<file path="src/rtl/div_seq.sv">
// Multi-cycle radix-2 restoring divider answering the EX-stage divide handshake.
// Returns {remainder, quotient} for DIV/DIVU after 32 iterations plus a sign-fix cycle.
module div_seq (
    input  logic        clk,
    input  logic        rst,
    input  logic        signed_div_i,
    input  logic [31:0] opdata1_i,
    input  logic [31:0] opdata2_i,
    input  logic        start_i,
    input  logic        annul_i,
    output logic [63:0] result_o,
    output logic        ready_o
);

    typedef enum logic [1:0] {
        FREE   = 2'd0,
        BYZERO = 2'd1,
        ON     = 2'd2,
        END    = 2'd3
    } state_t;

    state_t      state;
    logic [64:0] work;
    logic [31:0] divisor;
    logic [5:0]  cnt;
    logic        sign_mode;
    logic        sign1;
    logic        sign2;

    logic [31:0] abs1;
    logic [31:0] abs2;
    logic [32:0] trial;
    logic [31:0] quot_fix;
    logic [31:0] rem_fix;

    // Magnitudes are taken from the live inputs; they only matter on the load edge.
    assign abs1 = (signed_div_i && opdata1_i[31]) ? -opdata1_i : opdata1_i;
    assign abs2 = (signed_div_i && opdata2_i[31]) ? -opdata2_i : opdata2_i;

    // A borrow out of bit 32 means the divisor does not fit: shift in a 0 instead.
    assign trial = {1'b0, work[63:32]} - {1'b0, divisor};

    // Sign fix uses the signs captured at load time, not the current operand inputs.
    assign quot_fix = (sign_mode && (sign1 ^ sign2)) ? -work[31:0]  : work[31:0];
    assign rem_fix  = (sign_mode && sign1)           ? -work[64:33] : work[64:33];

    // NOTE: every register here is written with <= so all state updates on an
    // edge see the pre-edge values of each other, matching the flop hardware.
    always_ff @(posedge clk) begin
        if (rst) begin
            state     <= FREE;
            work      <= '0;
            divisor   <= '0;
            cnt       <= '0;
            sign_mode <= 1'b0;
            sign1     <= 1'b0;
            sign2     <= 1'b0;
            result_o  <= '0;
            ready_o   <= 1'b0;
        end else begin
            case (state)
                FREE: begin
                    result_o <= '0;
                    ready_o  <= 1'b0;
                    if (start_i && !annul_i) begin
                        if (opdata2_i == 32'd0) begin
                            state <= BYZERO;
                        end else begin
                            state     <= ON;
                            cnt       <= '0;
                            work      <= {32'b0, abs1, 1'b0};
                            divisor   <= abs2;
                            sign_mode <= signed_div_i;
                            sign1     <= opdata1_i[31];
                            sign2     <= opdata2_i[31];
                        end
                    end
                end

                BYZERO: begin
                    work     <= '0;
                    result_o <= '0;
                    ready_o  <= 1'b1;
                    state    <= END;
                end

                ON: begin
                    if (annul_i) begin
                        state    <= FREE;
                        cnt      <= '0;
                        result_o <= '0;
                        ready_o  <= 1'b0;
                    end else if (cnt < 6'd32) begin
                        if (trial[32]) begin
                            work <= {work[63:0], 1'b0};
                        end else begin
                            work <= {trial[31:0], work[31:0], 1'b1};
                        end
                        cnt <= cnt + 6'd1;
                    end else begin
                        result_o <= {rem_fix, quot_fix};
                        ready_o  <= 1'b1;
                        cnt      <= '0;
                        state    <= END;
                    end
                end

                END: begin
                    // Result is held until EX drops start; annul has no effect here.
                    if (!start_i) begin
                        result_o <= '0;
                        ready_o  <= 1'b0;
                        state    <= FREE;
                    end
                end

                default: begin
                    state <= FREE;
                end
            endcase
        end
    end

endmodule

</file>
<file path="config.mk">
export PLATFORM = sky130hd
export DESIGN_NAME = div_seq
export DESIGN_NICKNAME = d
export VERILOG_FILES = /design/src/rtl/div_seq.sv
export SDC_FILE = /design/constraint.sdc
export NUM_CORES = 1
export LEC_CHECK = 0
export ABC_AREA = 1
export BUFFER_PORTS_ARGS = -buffer_cell sky130_fd_sc_hd__buf_2
export CORE_ASPECT_RATIO = 0.6
export CORE_UTILIZATION = 49
export DETAILED_ROUTE_END_ITERATION = 12
export GPL_TIMING_DRIVEN = 0
export PLACE_DENSITY_LB_ADDON = 0.12
export REMOVE_ABC_BUFFERS = 1
export SYNTH_ARGS = -nofsm -noshare
export SYNTH_HDL_FRONTEND = slang
export SYNTH_SLANG_ARGS = --single-unit
</file>
<file path="constraint.sdc">
create_clock -name clk -period 2.05 [get_ports clk]
set_input_delay 0.1025 -clock clk [delete_from_list [all_inputs] [get_ports clk]]
set_output_delay 0.1025 -clock clk [all_outputs]
set_load 0.01 [all_outputs]
</file>
==> results_dict.tcl, run 1 <==
set metrics [dict create \
    synthTopCellsByArea "dfxtp_1, nand2_1, nand3_1" \
    critPathMaxFanout 7 \
    regToRegEndpoint "work[58]$_SDFFE_PP0P_" \
    place_ws_ns -2.02 \
    cts_tree "done" \
    clockRootBuffer "clkbuf_16" \
    io_pins 134 \
    endpoint_kind "register" \
    violations "negative setup slack" \
    required_ns 2.39 \
    fill_cells 2368 \
    syn_area_um2 13000 \
    drt.antenna.violating_nets 0 \
    first_global_vias 13400 \
    htreeDepth 4 \
    post-route-util_pct 66.2 \
    fin_crit_sh_pct 112 \
    via_count 15800 \
    powerDensity_nw_per_um2 935 \
    cts_buffers 17 \
    initial_core_util_pct 50.8 \
    outcome "finished with violations" \
    clockBufferDepth 2 \
    tns_ns -5.78 \
    fin_nets 2530 \
    period_needed_ns 2.29 \
    layout-drive-gt1-share_pct 22.2 \
    chipHeight_um 128 \
    setup_viol 33 \
    r2r-start "work[32]$_SDFFE_PP0P_" \
    hold_end "divisor[3]$_SDFFE_PP0P_" \
    hp-start "opdata2_i[3]" \
    yosysTopAreaCellShare_pct 26.6 \
    wl_per_cell_um 18.0 \
    drv_cap 0 \
    min_path_type "in2reg" \
    gp_routability_congestion 0.983 \
    async_flop_share_pct 0 \
    yosys.area.top_type "dfxtp_1" \
    grt.total_usage_pct 35.9 \
    hold_depth 3 \
    criticalPathCategory "reg2reg" \
    fp.dieW_um 213 \
    r2r_cells 16 \
    yosysMostFrequentCell "nand2_1" \
    clkLatencyLatePin_ns 0.46 \
    drt_pre_antenna_iters 6 \
    viasPerCell 5.67 \
    rsz0062_at_grt "yes" \
    io_buffers 133 \
    drt_wl_total_mm 50.0 \
    cts.sinks 173 \
    diodes 0 \
    antenna_found_initial 0 \
    gr-total-overflow 0 \
    layout_setup_ws_ns -0.242 \
    relSlewSlack_pct 37.4 \
    hpwl_mm 32.4 \
    reg2reg_slack_ns -0.24 \
    ys_seq_area_share_pct 26.6 \
    drc 0 \
    ys.flop_type "dfxtp_1" \
    yosysWarnings 0 \
    fin_skew_ns 0.00888 \
    worst_pin_slew_ns 0.939 \
    core_area_um2 25700 \
    p_leak_nw 7.89 \
    dieArea_um2 27300 \
    grt_pass1_wl_mm 74.9 \
    hold_viol 0 \
    synth_edf_count 0 \
    dr.first_iter.drc_count 1986 \
    path_clk_slew_ns 0.07 \
    total_power_mw 15.9 \
    final_cells 2780 \
    dp_cells 2631 \
    syn_area_per_cell_um2 5.87 \
    max-vdd-ir-drop_v 0.000667 \
    ys_seq_elements 173 \
    timing.fmax_ghz 0.436 \
    row_count 45 \
    ys_types 49 \
    grt_max_degree 63 \
    synthCells 2220 \
    worstPathArrival_ns 2.63 \
    report.final.slew_viol_count 0 \
    setup.worst_path.start_class "register" \
    synth_common_cells "nand2_1, inv_1, nand3_1" \
    area_growth_pct 30.5 \
]
==> state kept, by name, indices dropped and copies added (netlist names) <==
name,count
cnt,6
sign_mode,1
divisor,32
ready_o,1
result_o,64
sign1,1
state,2
sign2,1
work,65
==> per-layer routing <==
metal	global-route usage, %	wire length, um	share of wire [%]
met4	7.91	561	1.1
met2	46.0	18900	38
met1	56.5	23000	46
met3	10.6	7580	15
met5	0	0	0
==> per-stage QoR <==
step | hold slack [ns] | area [um2]
2_1_floorplan | 0.172 | 12600
3_3_place_gp | 0.403 | 13700
3_5_place_dp | 0.408 | 13800
4_1_cts | 0.000968 | 16200
5_1_grt | 0.0327 | 17000
6_report | 0.0121 | 17000
==> where the power goes <==
part	leakage [nW]	switching, mW	internal, mW
sequential	1.42	0.460	3.84
clock	0.278	1.46	1.81
combinational	6.18	5.63	2.71
total	7.89	7.55	8.35
==> cells in the final DEF (no fill, tap or decap), types with 12 or more instances in the layout <==
cell type / Yosys / layout
nor3_1: 29 / 27
nor2_2: 6 / 12
o21ai_1: 24 / 28
dlygate4sd3_1: 0 / 22
nor2_1: 216 / 205
xor2_1: 19 / 19
a21oi_2: 1 / 19
nand2_2: 3 / 26
nand3_2: 0 / 52
nand2_1: 606 / 570
nand2_8: 0 / 16
ha_4: 0 / 27
buf_4: 1 / 54
clkinvlp_4: 0 / 12
inv_2: 10 / 28
dfxtp_2: 0 / 23
nand3_4: 2 / 19
nand4_1: 22 / 22
xnor2_1: 16 / 15
nand3_1: 249 / 183
dfxtp_1: 173 / 142
clkbuf_16: 0 / 17
inv_1: 314 / 287
a21oi_1: 228 / 208
o21ai_0: 117 / 111
buf_2: 21 / 132
==> final cells by class <==
type | instances | area, um2 | share of cell area, %
multi-input combinational | 1661 | 9470 | 55.7
inverter | 327 | 1310 | 7.68
sequential | 173 | 3520 | 20.7
timing repair inverter | 7 | 47.5 | 0.280
clock buffer | 19 | 443 | 2.60
timing repair buffer | 229 | 1660 | 9.73
tap | 352 | 440 | 2.59
clock inverter | 12 | 123 | 0.721
==> worst max-delay path: stages (launching register included) <==
cell and delay [ns]:
dfxtp_2 0.36, inv_2 0.06, ha_4 0.16, fa_2 0.34
inv_2 0.07, nand2_2 0.06, nand2_1 0.06, nand3b_1 0.08
nand2_2 0.09, nand2_2 0.08, nand2_4 0.15, nand2_8 0.16
buf_12 0.17, nand2_8 0.13, nand3_4 0.08, nand2_2 0.06
a21oi_1 0.05
==> worst max-delay path by stage <==
stage | endpoint | cells after the start | from | slack [ns]
2_1_floorplan | result_o[15]$_SDFFE_PP0P_ | 11 | state[0]$_SDFFE_PP0P_ | -1.31
3_3_place_gp | result_o[27]$_SDFFE_PP0P_ | 11 | state[0]$_SDFFE_PP0P_ | -3.97
3_5_place_dp | work[55]$_SDFFE_PP0P_ | 12 | work[55]$_SDFFE_PP0P_ | -2.02
4_1_cts | work[55]$_SDFFE_PP0P_ | 15 | work[32]$_SDFFE_PP0P_ | -0.14
5_1_grt | work[62]$_SDFFE_PP0P_ | 16 | work[32]$_SDFFE_PP0P_ | -0.32
6_report | work[58]$_SDFFE_PP0P_ | 16 | work[32]$_SDFFE_PP0P_ | -0.24
==> logic make-up after synthesis <==
family                   synth area share (%)
flip-flops                               26.6
adder cells (fa/ha/maj)                  4.38
AO/OA/AOI/OAI                            16.1
AND/OR/NAND/NOR                          38.1
buffers and inverters                    12.4
XOR/XNOR                                 2.35
==> timing repair <==
item / in CTS / in global routing
buffers inserted: 36 / 36
resized for setup: 231 / 117
pin swaps: 50 / 32
hold buffers: 22 / 0
gates cloned: 20 / 5
endpoints found under the setup margin: 167 / 130
hold endpoints to repair: 22 / 0
Note: power is estimated with default switching activity, not from simulation.
==> run 2: changes to the inputs <==
--- a/config.mk
+++ b/config.mk
@@ -11,6 +11,7 @@
 export CORE_UTILIZATION = 49
 export DETAILED_ROUTE_END_ITERATION = 12
 export GPL_TIMING_DRIVEN = 0
+export MAX_ROUTING_LAYER = met4
 export PLACE_DENSITY_LB_ADDON = 0.12
 export REMOVE_ABC_BUFFERS = 1
 export SYNTH_ARGS = -nofsm -noshare
==> results_dict.tcl, run 2 (same netlist as run 1, synthesis figures left out) <==
set metrics [dict create \
    cp-startpoint "divisor[17]$_SDFFE_PP0P_" \
    chipHeight_um 128 \
    endpoint_kind "register" \
    dieArea_um2 27300 \
    io_buffers 133 \
    diodes 0 \
    tns_ns -5.26 \
    required_ns 2.38 \
    wl_per_cell_um 18.0 \
    fp.dieW_um 213 \
    path_buf_inv 3 \
    worstPathCellList "inv_1, ha_4, nand2_1, nand2_1, nand2_1, nand2_1, nand2_2, nand2_4, a21oi_4, buf_4, clkbuf_16, nand2_4, nand3_2, nand3_1, a21oi_1" \
    max-vdd-ir-drop_v 0.000725 \
    fin_skew_ns 0.0124 \
    path_clk_slew_ns 0.07 \
    setup.worst_path.start_class "register" \
    final_cell_mix "nand2_1, inv_1, nand3_1" \
    crit_slowest_cell "dfxtp_1" \
    drt.antenna.violating_nets 0 \
    dr.first_iter.drc_count 1788 \
    relSlewSlack_pct 39.0 \
    hp-start "opdata2_i[4]" \
    drt-met1-wl_mm 23.4 \
    layout_setup_ws_ns -0.223 \
    fin_area_um2 16400 \
    hold_depth 3 \
    period_needed_ns 2.27 \
    htreeDepth 4 \
    drt_pre_antenna_iters 6 \
    initial_core_util_pct 50.8 \
    hold_viol 0 \
    critPathTopFamily "simple AND/OR/NAND/NOR gates" \
    final_cells 2768 \
    fin_nets 2518 \
    total_power_mw 16.1 \
    area_growth_pct 25.5 \
    clockRootBuffer "clkbuf_16" \
    antenna_found_initial 0 \
    cts.sinks 173 \
    drt_wl_total_mm 49.7 \
    reg2reg_slack_ns -0.22 \
    core_area_um2 25700 \
    first_global_vias 13000 \
    place_ws_ns -2.00 \
    report.final.slew_viol_count 0 \
    timing.fmax_ghz 0.440 \
    timing.critical_path.mode_cell "nand2_1" \
    post-route-util_pct 63.7 \
    hold_slack_ns 0.0161 \
    criticalPathCategory "reg2reg" \
    via_count 15500 \
    drv_cap 0 \
    regToRegEndpoint "work[55]$_SDFFE_PP0P_" \
    wl_met3_mm 7.37 \
    dp_cells 2631 \
    outcome "finished with violations" \
    row_count 45 \
    powerDensity_nw_per_um2 982 \
    drc 0 \
    clkLatencyLatePin_ns 0.46 \
    grt_max_degree 62 \
    wl_met2_mm 18.5 \
    hold_end "divisor[4]$_SDFFE_PP0P_" \
    r2r-start "divisor[17]$_SDFFE_PP0P_" \
    hpwl_mm 32.7 \
    cts_tree "done" \
    min_path_type "in2reg" \
    worstPathArrival_ns 2.61 \
    clockBufferDepth 2 \
    viasPerCell 5.59 \
    setup_viol 33 \
    gp_routability_congestion 1.01 \
    critPathMaxFanout 5 \
    p_leak_nw 7.69 \
    gr-total-overflow 0 \
    r2r_cells 15 \
    worst_pin_slew_ns 0.914 \
    rsz0062_at_grt "yes" \
    final_common_cell "nand2_1" \
    cts_buffers 17 \
    place_area_um2 13800 \
    violations "negative setup slack" \
    io_pins 134 \
    grt.total_usage_pct 36.0 \
    layout-drive-gt1-share_pct 18.5 \
    grt_pass1_wl_mm 72.6 \
    fin_crit_sh_pct 111 \
    routed.top_layer "met4" \
    largest_register "work" \
    slowest_delay_ns 0.34 \
    largest_reg_flops 65 \
    reg.largest.list "work x65, result_o x64, divisor x32" \
]
## run 2: routing by layer
metal,track usage [%],vias up
met4,5.88,0
met3,13.3,43
met2,44.4,875
li1,-,7553
met1,54.1,7006
met5,-,-
## run 2: worst reg2reg max path: cells and delay by family (launching register included)
family	cells	cell delay [ns]
DFF	1	0.34
AOI/OAI and AO/OA	2	0.14
adders and majority gates	1	0.32
and+or+nand+nor	9	0.94
buffers and inverters	3	0.42
## run 2: how the worst max path moves through the flow
stage | endpoint | slack, ns | cells after the start
3_3_place_gp | result_o[27]$_SDFFE_PP0P_ | -3.97 | 11
4_1_cts | work[64]$_SDFFE_PP0P_ | -0.19 | 16
5_1_grt | work[48]$_SDFFE_PP0P_ | -0.28 | 15
6_report | work[55]$_SDFFE_PP0P_ | -0.22 | 15
2_1_floorplan | result_o[15]$_SDFFE_PP0P_ | -1.31 | 11
3_5_place_dp | work[55]$_SDFFE_PP0P_ | -2.00 | 12
## run 2: layout make-up
type                            count  area (um2)
Multi-Input combinational cell   1659        8870
Sequential cell                   173        3510
Clock inverter                     13         191
Timing Repair Buffer              220        1550
Inverter                          327        1310
Timing Repair inverter              6        51.3
Fill cell                        2501        9310
Tap cell                          352         440
Clock buffer                       18         439
## run 2: what timing repair did
| action | 4_1_cts | 5_1_grt |
|---|---|---|
| pin swaps | 21 | 24 |
| buffers inserted | 30 | 34 |
| endpoints found under the hold margin | 20 | 0 |
| gates cloned | 13 | 9 |
| hold buffers | 20 | 0 |
| setup endpoints to repair | 168 | 133 |
| gates resized for setup | 129 | 101 |
## run 2: power breakdown
group / total (mW) / internal, mW / switching [mW] / leakage [nW]
combinational: 8.20 / 2.63 / 5.57 / 5.97
clock: 3.57 / 2.07 / 1.49 / 0.304
sequential: 4.30 / 3.84 / 0.456 / 1.42
==> run 3: changes to the inputs <==
--- a/config.mk
+++ b/config.mk
@@ -9,6 +9,8 @@
 export BUFFER_PORTS_ARGS = -buffer_cell sky130_fd_sc_hd__buf_2
 export CORE_ASPECT_RATIO = 0.6
 export CORE_UTILIZATION = 49
+export CTS_BUF_LIST = sky130_fd_sc_hd__clkbuf_4
+export CTS_CLUSTER_DIAMETER = 40
 export DETAILED_ROUTE_END_ITERATION = 12
 export GPL_TIMING_DRIVEN = 0
 export MAX_ROUTING_LAYER = met4
==> results_dict.tcl, run 3 (same netlist as run 1, synthesis figures left out) <==
set metrics [dict create \
    required_ns 2.56 \
    gr-total-overflow 0 \
    clockBufferDepth 2 \
    fin_crit_sh_pct 114 \
    drc 0 \
    clkLatencyLatePin_ns 0.65 \
    htreeDepth 4 \
    wl_per_cell_um 18.2 \
    dieArea_um2 27300 \
    timing.fmax_ghz 0.426 \
    fp.dieW_um 213 \
    hpwl_mm 32.7 \
    critPathMaxFanout 6 \
    min_path_type "in2reg" \
    drt_wl_total_mm 51.6 \
    powerDensity_nw_per_um2 891 \
    grt_pass1_wl_mm 74.5 \
    path_clk_slew_ns 0.16 \
    grt.total_usage_pct 37.0 \
    relSlewSlack_pct 38.9 \
    initial_core_util_pct 50.8 \
    via_count 16000 \
    worst_pin_slew_ns 0.917 \
    hold_viol 0 \
    timing.critical_path.mode_cell "nand2_2" \
    worstPathArrival_ns 2.85 \
    slowest_delay_ns 0.41 \
    multiInputGateArea_um2 9070 \
    fin_area_um2 16900 \
    cts.sinks 173 \
    core_area_um2 25700 \
    io_pins 134 \
    period_needed_ns 2.35 \
    first_global_vias 13400 \
    worstPathCellList "inv_4, ha_4, fa_2, inv_2, nand2_4, nand2_2, nand3b_1, nand2_2, nand2_2, nand2_4, nand2_8, nand2_8, buf_6, nand3_2, nand2_1, a21oi_1" \
    antenna_found_initial 2 \
    clockRootBuffer "clkbuf_4" \
    gp_routability_congestion 1.01 \
    outcome "finished with violations" \
    fin_nets 2578 \
    final_cell_mix "nand2_1, inv_1, a21oi_1" \
    row_count 45 \
    dp_cells 2631 \
    layout-drive-gt1-share_pct 19.8 \
    drv_cap 0 \
    fill_cells 2464 \
    fin_skew_ns 0.0292 \
    criticalPathCategory "reg2reg" \
    cts_tree "done" \
    largest_register "work" \
    drt.antenna.violating_nets 0 \
    report.final.slew_viol_count 0 \
    crit_slowest_cell "dfxtp_4" \
    p_leak_nw 7.84 \
    tns_ns -6.69 \
    largest_reg_flops 65 \
    io_buffers 133 \
    setup_viol 33 \
    viasPerCell 5.64 \
    area_growth_pct 29.5 \
    dr.first_iter.drc_count 1915 \
    grt_max_degree 62 \
    place_area_um2 13800 \
    post-route-util_pct 65.7 \
    seqCellArea_um2 3530 \
    final_common_cell "nand2_1" \
    setup.worst_path.start_class "register" \
    reg.largest.list "work x65, result_o x64, divisor x32" \
    final_cells 2831 \
    endpoint_kind "register" \
    cts_buffers 17 \
    layout_setup_ws_ns -0.297 \
    violations "negative setup slack" \
    drt_pre_antenna_iters 6 \
    chipHeight_um 128 \
    rsz0062_at_grt "yes" \
    max-vdd-ir-drop_v 0.000736 \
]
-- run 3: cell types whose count changed in the layout (fill, tap and decap cells not counted), moves of 5 or more --
cell           previous run  this run
dlygate4sd3_1            20        73
nand3_2                  19        29
nand3_1                 225       212
dfxtp_4                   6        12
a21oi_2                   4        12
nand2_1                 580       575
inv_1                   294       289
a21oi_1                 223       215
dfxtp_1                 147       140
clkbuf_16                18         2
clkbuf_4                  0        17
nor2_2                   16        11
-- run 3: power by group --
group          internal [mW]  total [mW]  switching (mW)  leakage [nW]
clock network          0.966        2.29            1.32         0.167
registers               3.84        4.31           0.477          1.43
logic                   2.77        8.43            5.65          6.25
total                   7.57        15.0            7.45          7.84
-- run 3: final cells by class --
type,instances,area share [%]
clock buffer,17,0.757
timing repair buffer,275,12.5
sequential,173,21.0
antenna,3,0.0445
inverter,327,7.75
multi-input combinational,1661,53.8
tap,352,2.61
clock inverter,14,1.16
timing repair inverter,9,0.445
-- run 3: worst max-delay path, delay by kind of cell (launching register included) --
family | cells | cell delay [ns]
AOI/OAI and AO/OA | 1 | 0.06
adders and majority gates | 2 | 0.48
buffers and inverters | 3 | 0.25
DFF | 1 | 0.41
and+or+nand+nor | 10 | 0.97
-- run 3: metal layers --
layer	part of all wire, %	routed length [um]	global-route usage [%]	up-vias
met3	15	7760	13.7	54
met4	1.2	620	7.66	0
li1	-	-	-	7695
met5	0	0	-	-
met1	46	23800	54.8	7280
met2	38	19400	45.9	930
-- run 3: final timing paths --
check                            startpoint                        end  slack [ns]  cells past startpoint
hold / removal                          rst  result_o[32]$_SDFFE_PP0P_        0.03                      2
hold reg to reg   result_o[31]$_SDFFE_PP0P_  result_o[31]$_SDFFE_PP0P_        0.47                      2
setup reg to reg      work[32]$_SDFFE_PP0P_      work[59]$_SDFFE_PP0P_       -0.30                     16
setup / recovery      work[32]$_SDFFE_PP0P_      work[59]$_SDFFE_PP0P_       -0.30                     16
-- run 3: stage by stage --
stage,setup slack [ns],hold slack [ns],power (mW)
6_report,-0.297,0.0329,15.0
5_1_grt,-0.338,0.0162,15.8
4_1_cts,-0.194,0.00251,13.6
3_5_place_dp,-2.00,0.402,10.3
3_3_place_gp,-3.97,0.400,10.1
2_1_floorplan,-1.31,0.172,8.37
-- run 3: repair_timing --
item,in CTS,in global routing
setup buffers,27,38
hold buffers,73,0
resized for setup,126,165
endpoints found under the setup margin,168,161
hold endpoints to repair,74,0
pin swaps,19,40
cloned,12,16
